File: src/rtl/cfg_spi_writer.sv
// cfg_spi_writer: serial configuration front end for the voice synth.
// Receives 16-bit write frames over a 3-wire SPI-style link (mode 0, MSB
// first). Each frame is {5 ignored bits, addr[2:0], data[7:0]}. Accepted
// frames are buffered in a small FIFO and replayed as single-cycle, one-hot
// byte-enable writes, with strobes spaced at least WRITE_GAP cycles apart.
//
// Ports:
//   clk, rst_n    system clock, synchronous active-low reset
//   ena           design enable; low blocks strobes, reception continues
//   spi_sck       serial clock (async, at most clk/4)
//   spi_cs_n      frame select, active low (async)
//   spi_mosi      serial data (async)
//   cfg_out       config data byte; valid in the strobe cycle, then held
//   cfg_en        one-hot byte enable, high for one cycle per write
//   overflow      sticky: a complete frame was dropped, FIFO full
//   bad_addr      sticky: a frame with addr >= NUM_REGS was discarded
//   busy          FIFO non-empty or a frame in progress
module cfg_spi_writer #(
   parameter int unsigned NUM_REGS   = 6,
   parameter int unsigned FIFO_DEPTH = 4,
   parameter int unsigned WRITE_GAP  = 4
) (
   input  logic       clk,
   input  logic       rst_n,
   input  logic       ena,
   input  logic       spi_sck,
   input  logic       spi_cs_n,
   input  logic       spi_mosi,
   output logic [7:0] cfg_out,
   output logic [7:0] cfg_en,
   output logic       overflow,
   output logic       bad_addr,
   output logic       busy
);

   localparam int unsigned AW = (FIFO_DEPTH > 1) ? $clog2(FIFO_DEPTH) : 1;
   localparam int unsigned CW = AW + 1;
   localparam int unsigned GW = (WRITE_GAP > 1) ? $clog2(WRITE_GAP) : 1;
   localparam logic [CW-1:0] FULL_CNT = CW'(FIFO_DEPTH);
   localparam logic [GW-1:0] GAP_LOAD = GW'(WRITE_GAP - 1);

   typedef struct packed {
      logic [2:0] addr;
      logic [7:0] data;
   } wr_t;

   logic [1:0]    sck_sync;
   logic [1:0]    cs_sync;
   logic [1:0]    mosi_sync;
   logic          sck_prev;
   logic [3:0]    bit_cnt;
   // The top five frame bits are ignored, so only the low 11 bits are kept.
   logic [10:0]   shift_q;
   logic          frame_vld;
   wr_t           mem [FIFO_DEPTH];
   logic [AW-1:0] wr_ptr;
   logic [AW-1:0] rd_ptr;
   logic [CW-1:0] count;
   logic [GW-1:0] gap_cnt;
   logic [7:0]    cfg_hold;

   wr_t  frame;
   wr_t  head;
   logic sck_rise;
   logic frame_end;
   logic addr_ok;
   logic full;
   logic push;
   logic pop;

   // Two-flop synchronizers plus previous synced sck for edge detect.
   always_ff @(posedge clk) begin
      if (!rst_n) begin
         sck_sync  <= 2'b11;
         cs_sync   <= 2'b11;
         mosi_sync <= 2'b00;
         sck_prev  <= 1'b1;
      end else begin
         sck_sync  <= {sck_sync[0], spi_sck};
         cs_sync   <= {cs_sync[0], spi_cs_n};
         mosi_sync <= {mosi_sync[0], spi_mosi};
         sck_prev  <= sck_sync[1];
      end
   end

   assign sck_rise  = sck_sync[1] & ~sck_prev;
   assign frame_end = sck_rise & ~cs_sync[1] & (bit_cnt == 4'd15);

   // Bit framing; frame_vld marks the cycle after the 16th sampled bit.
   always_ff @(posedge clk) begin
      if (!rst_n) begin
         bit_cnt   <= 4'd0;
         shift_q   <= 11'd0;
         frame_vld <= 1'b0;
      end else begin
         frame_vld <= frame_end;
         if (cs_sync[1]) begin
            bit_cnt <= 4'd0;
         end else if (sck_rise) begin
            shift_q <= {shift_q[9:0], mosi_sync[1]};
            bit_cnt <= bit_cnt + 4'd1;
         end
      end
   end

   // Frame disposition and issue decision.
   always_comb begin
      frame   = wr_t'(shift_q);
      head    = mem[rd_ptr];
      addr_ok = 32'(frame.addr) < NUM_REGS;
      full    = (count == FULL_CNT);
      push    = frame_vld & addr_ok & ~full;
      pop     = rst_n & ena & (count != '0) & (gap_cnt == '0);
   end

   // FIFO storage needs no reset; pointers and count define validity.
   always_ff @(posedge clk) begin
      if (push) begin
         mem[wr_ptr] <= frame;
      end
   end

   always_ff @(posedge clk) begin
      if (!rst_n) begin
         wr_ptr <= '0;
         rd_ptr <= '0;
         count  <= '0;
      end else begin
         if (push) begin
            wr_ptr <= wr_ptr + AW'(1);
         end
         if (pop) begin
            rd_ptr <= rd_ptr + AW'(1);
         end
         case ({push, pop})
            2'b10:   count <= count + CW'(1);
            2'b01:   count <= count - CW'(1);
            default: count <= count;
         endcase
      end
   end

   // Gap counter keeps running while ena is low; only pops are gated.
   always_ff @(posedge clk) begin
      if (!rst_n) begin
         gap_cnt <= '0;
      end else if (pop) begin
         gap_cnt <= GAP_LOAD;
      end else if (gap_cnt != '0) begin
         gap_cnt <= gap_cnt - GW'(1);
      end
   end

   // Sticky error flags and held data byte.
   always_ff @(posedge clk) begin
      if (!rst_n) begin
         overflow <= 1'b0;
         bad_addr <= 1'b0;
         cfg_hold <= 8'd0;
      end else begin
         if (frame_vld & ~addr_ok) begin
            bad_addr <= 1'b1;
         end
         if (frame_vld & addr_ok & full) begin
            overflow <= 1'b1;
         end
         if (pop) begin
            cfg_hold <= head.data;
         end
      end
   end

   // Strobe is presented in the pop cycle itself; data then stays held.
   always_comb begin
      cfg_en  = pop ? (8'd1 << head.addr) : 8'd0;
      cfg_out = pop ? head.data : cfg_hold;
      busy    = (count != '0) | frame_vld | (~cs_sync[1] & (bit_cnt != 4'd0));
   end

endmodule

File: config.mk
export PLATFORM = sky130hd
export DESIGN_NAME = cfg_spi_writer
export DESIGN_NICKNAME = d
export VERILOG_FILES = /design/src/rtl/cfg_spi_writer.sv
export SDC_FILE = /design/constraint.sdc
export NUM_CORES = 1
export LEC_CHECK = 0
export CAP_MARGIN = 40
export CORE_MARGIN = 4
export CORE_UTILIZATION = 45
export DETAILED_ROUTE_END_ITERATION = 8
export GPL_TIMING_DRIVEN = 0
export PLACE_DENSITY_LB_ADDON = 0.2
export SLEW_MARGIN = 20
export SYNTH_ARGS = -nofsm -noshare
export SYNTH_HDL_FRONTEND = slang
export SYNTH_SLANG_ARGS = --single-unit
export TNS_END_PERCENT = 100
File: constraint.sdc
create_clock -name clk -period 3.05 [get_ports clk]
set_input_delay 0.4575 -clock clk [delete_from_list [all_inputs] [get_ports clk]]
set_output_delay 0.4575 -clock clk [all_outputs]
set_load 0.1 [all_outputs]
Word-level counts from Yosys, hierarchy flattened
Memories as Yosys holds them, arrays and structs flattened. A register that Yosys moved wholly into a read port is not among the register bits.
Index checks and enable logic that the tools add are counted.
{ "word_totals": {"regBits": 42, "ramBits": 44, "inputBits": 6, "word_cells": 62, "memories": 1} }
{ "mem_list": {"columns": ["name", "words", "word_bits", "rd", "rd_clocked_by_memory_dff", "wr", "line", "rtl"], "rows": [
  ["mem", 4, 11, 1, 1, 1, "55", "wr_t mem [FIFO_DEPTH];"]
]} }
{ "classes": {"add_sub_neg": 6, "order_cmp": 1, "eq_ne": 4, "shifts": 1, "mux": 9, "bitwise_logic": 18, "n_reduce_logical": 8} }
{ "op_table": {"columns": ["op", "n"], "rows": [
  ["$mux 8", 2],
  ["$and 1x1->1", 11],
  ["$mux 2", 4],
  ["$shl 1x3->8 const A", 1],
  ["$pmux 3 s2", 1],
  ["$reduce_bool 2->1", 3],
  ["$not 1->1", 5],
  ["$add 2x1->2 const B", 2],
  ["$add 4x1->4 const B", 1],
  ["$eq 4x4->1 const B", 1],
  ["$reduce_bool 4->1", 1],
  ["$add 3x1->3 const B", 1],
  ["$eq 3x3->1 const B", 1],
  ["$lt 3x3->1 const B", 1],
  ["$reduce_bool 3->1", 1],
  ["$sub 3x1->3 const B", 1],
  ["$eq 2x1->1 const B", 1],
  ["$eq 2x2->1 const B", 1],
  ["$logic_not 2->1", 1],
  ["$mux 1", 2],
  ["$or 1x1->1", 2],
  ["$reduce_and 2->1", 1],
  ["$reduce_or 2->1", 1],
  ["$sub 2x1->2 const B", 1]
]} }

Logic depth before layout (Yosys ltp)
{ "depth": {"ltp_word": 5, "depth_mapped": 11, "depth_no_buf": 10} }

Worst setup path after synthesis
No wires, ideal clock.
{ "synth_timing": {"path_kind": "reg-to-output", "from": "reg bit_cnt[0]", "to": "out busy", "arrival_time_ps": 2799, "required_ps": 2592, "setup_slack_ps": -207, "path_stages_with_launch": 5, "path_cell_list": "dfxtp_1 inv_1 ha_1 nor3b_1 o21ai_0"} }
{ "synth_via": {"elab_chain_cells": 3} }
{ "synth_rtl": {"columns": ["item", "line", "rtl"], "rows": [
  ["start, declared", "51", "logic [3:0] bit_cnt;"],
  ["start signal, assigned", "101", "bit_cnt <= bit_cnt + 4'd1;"],
  ["$reduce_bool 4->1", "177", "busy = (count != '0) | frame_vld | (~cs_sync[1] & (bit_cnt != 4'd0));"],
  ["$and 1x1->1", "177", null],
  ["$or 1x1->1", "177", null],
  ["end, declared", "33", "output logic busy"]
]} }
Every way passes these cells.

Final worst setup path
{ "layout_timing": {"from": "in rst_n", "to": "out cfg_out[7]"} }
{ "layout_via": {"elab_chain_cells": 4} }
{ "layout_rtl": {"columns": ["item", "line", "rtl"], "rows": [
  ["start, declared", "24", "input logic rst_n,"],
  ["$and 1x1->1 (3 in a row)", "113", "pop = rst_n & ena & (count != '0) & (gap_cnt == '0);"],
  ["$mux 8", null, null],
  ["end, declared", "29", "output logic [7:0] cfg_out,"]
]} }
Every way passes these cells.

==> results.yml <==
outcome:
  status: "completed"
timing:
  slew_headroom_pct: 55.1
  finalHoldViolCount: 0
  finalSetupViolCount: 0
  grt_setup_unrepaired: "false"
  max_slew.worst_pin.slew_ns: 0.667
  max_freq_mhz: 340
  drv_slew: 0
  timing.final.crit_share_pct: 96.3
  fin_setup_tns_ns: 0
  finalClockSkew_ns: 0.0106
  period_needed_ns: 2.94
finish:
  drive_gt1_share_pct: 15.5
  nets: 338
  area_growth_pct: 25.0
  final_cell_mix: "44 x edfxtp_1, 43 x dfxtp_1, 29 x nor2_1"
  final_common_cell: "edfxtp_1"
  antenna_cells: 0
clocking:
  clock_latency_ns: 0.35
  h-tree-depth: 3
  cts_tree: "yes"
  clock_path_buffers: 2
  postCtsHoldBufs: 0
  cts.sinks: 88
  path_clk_slew_ns: 0.09
  numCtsBuffers: 9
  cts_root_buf: "clkbuf_8"
yosys:
  yosys.area_share.adder_pct: 3.44
  yosys_warnings: 0
  syn_area_um2: 3490
  synth_compound_area_share_pct: 6.38
  seq_area_frac_synth_pct: 63.1
  ys_ff_latch: 88
  synth_fp_nets: 284
  synth-xor-area-share_pct: 1.00
  synth_simple_gate_area_share_pct: 11.5
  synthDistinctLibCells: 37
  muxShareOfSynthArea_pct: 11.7
  synth_top_family_by_area: "multiplexers"
  synth.avg_cell_area_um2: 13.0
  syn-instance-count: 269
pwr:
  p_sw_share_pct: 22.8
  p_total_mw: 2.11
  p_seq_share_pct: 59.2
  clockPowerShare_pct: 35.3
  power_density_nw_per_um2: 484
  p_comb_share_pct: 5.6
  power.switching_mw: 0.481
  internal_power_mw: 1.63
  leakage_nw: 1.55
  peakVddDrop_mv: 0.205
worst_setup_path:
  crit_required_ns: 2.59
  crit_start: "rst_n"
  crit_slowest_cell: "clkdlybuf4s50_1"
  critical_path_class: "input pin to output pin"
  crit_arrival_ns: 2.48
  critPathMaxStageDelay_ns: 0.52
  reg2reg_from: "gap_cnt[0]"
  startpoint_type: "input pin"
  crit_buf_inv: 4
  end_kind: "output pin"
  crit_family: "buffers and inverters"
  crit_chain: "clkdlybuf4s50_1 -> nand2_1 -> clkbuf_1 -> o21ai_0 -> nand2_1 -> clkdlybuf4s50_1 -> buf_8"
  crit_fanout: 10
detailed_routing:
  drt-total-wl_um: 6430
  avgRoutedWirePerCell_um: 15.1
  drt-initial-drc-count: 72
  dr.pass1.iters: 4
  num_vias: 2197
  viasPerCell: 5.15
  drtAntennaViolNets: 0
  drc_errors: 0
global_route:
  grt.total_usage_pct: 15.3
  grt_pass1_vias: 2168
  grt_max_degree: 16
  antenna_found_initial: 0
  grt_overflow_total: 0
  grt_pass1_wl_um: 10300
floorplanning:
  dieHeight_um: 96.0
  rows: 31
  die-area_um2: 9220
  fp.coreArea_um2: 7410
  die_w_um: 96.0
  pin_count: 25
  initial_utilization_pct: 47.1
placement:
  place.gp.congestion: 0.772
  port_buffers: 24
  dp_hpwl_um: 4500
min_path:
  min_from: "sck_sync[0]"
  min_path_type: "flop to flop"
job:
  maxCapViolations: 0
-- cell type report --
| class | instances | area [um^2] |
|---|---|---|
| plain buffers | 11 | 53.8 |
| clock inverters | 5 | 38.8 |
| inverters | 11 | 41.3 |
| flip-flops and latches | 88 | 2200 |
| clock buffers | 11 | 151 |
| repair buffers | 44 | 546 |
| well taps | 99 | 124 |
| multi-input cells | 158 | 1200 |
| fillers | 596 | 3050 |
-- power groups by stage --
stage | Combinational (mW) | Sequential (mW) | Clock, mW
after floorplan | 0.0852 | 1.28 | 0
after global placement | 0.112 | 1.28 | 0
after detailed placement | 0.117 | 1.28 | 0
after CTS | 0.115 | 1.25 | 0.769
after global routing | 0.131 | 1.25 | 0.819
final | 0.118 | 1.25 | 0.745
-- logic make-up (layout without fill, tap and decap cells) --
logic type,Yosys count,count (layout)
AOI/OAI and AO/OA,39,39
and+or+nand+nor,82,82
DFF,88,88
adders and majority gates,9,9
xor gates and xnor gates,4,4
muxes,24,24
buffers and inverters,23,82
-- sequential cells by signal, indices dropped and copies added, names as in the netlist, named ones only --
name	count
bad_addr	1
bit_cnt	4
cfg_hold	8
count	3
cs_sync	2
frame	11
frame_vld	1
gap_cnt	2
mem	44
mosi_sync	2
overflow	1
rd_ptr	2
sck_prev	1
sck_sync	2
wr_ptr	2
-- worst register-to-register path, cell delays in order, from the launching register on --
cell      delay, ns
dfxtp_1        0.30
inv_1          0.08
ha_1           0.24
nand2_1        0.11
clkbuf_1       0.23
nor2_1         0.17
ha_1           0.20
inv_1          0.06
fa_1           0.37
xor2_1         0.15
or3_1          0.30
a21oi_1        0.13
-- stage by stage --
stage / utilization (%) / hold slack, ns / instances / cell area (um^2) / setup WS (ns)
after CTS: 58.8 / 0.416 / 428 / 4360 / 0.00524
after detailed placement: 55.9 / 0.394 / 411 / 4140 / -0.0639
after global routing: 58.9 / 0.432 / 427 / 4360 / 0.0124
after floorplan: - / 0.386 / 269 / 3490 / 0.0409
after global placement: 52.0 / 0.389 / 392 / 3850 / -0.430
final: 58.9 / 0.413 / 427 / 4360 / 0.112
-- Yosys cell counts --
library cell	n	area share (%)
dfxtp_1	44	25
edfxtp_1	44	38
nor2_1	29	3.1
a21oi_1	16	2.3
o21ai_0	14	2.0
mux2i_1	13	3.7
nand3_1	13	1.9
inv_1	11	1.2
nand2_1	11	1.2
nand2b_1	9	1.6
ha_1	8	2.9
mux4_1	8	6.0
clkbuf_1	7	0.75
and3_1	4	0.72
or3_1	4	0.72
and2_1	3	0.54
buf_2	3	0.43
mux4_2	3	1.9
nor3b_1	3	0.65
xor2_1	3	0.75
a21boi_0	2	0.43
a31oi_1	2	0.36
a21bo_2	1	0.29
a311oi_1	1	0.25
buf_1	1	0.11
buf_6	1	0.32
fa_1	1	0.57
nand3b_1	1	0.22
nand4_1	1	0.18
nor3_1	1	0.14
nor4_1	1	0.18
o21ai_1	1	0.14
o31a_1	1	0.25
o31ai_2	1	0.36
or2_1	1	0.18
or3b_2	1	0.25
xnor2_1	1	0.25
-- path summary, 6_finish.rpt --
kind	to	slack, ns	depth (start not counted)
hold reg to reg	sck_sync[1]	0.41	1
setup / recovery	cfg_out[7]	0.11	7
setup reg to reg	count[2]	0.64	11
hold / removal	sck_sync[1]	0.41	1
-- timing repair --
item                                    in CTS  in global routing
resized for setup                            4                  5
buffers inserted                             2                  0
endpoints found under the setup margin       7                 14
pin swaps                                    0                  0
-- metal layers --
layer	GRT usage [%]	up-vias	part of all wire (%)
met1	18.1	1063	45
met2	25.3	42	49
met3	4.07	10	3.7
li1	-	1082	-
met4	8.06	0	1.6
met5	0	-	0
(Power assumes the default switching activity.)
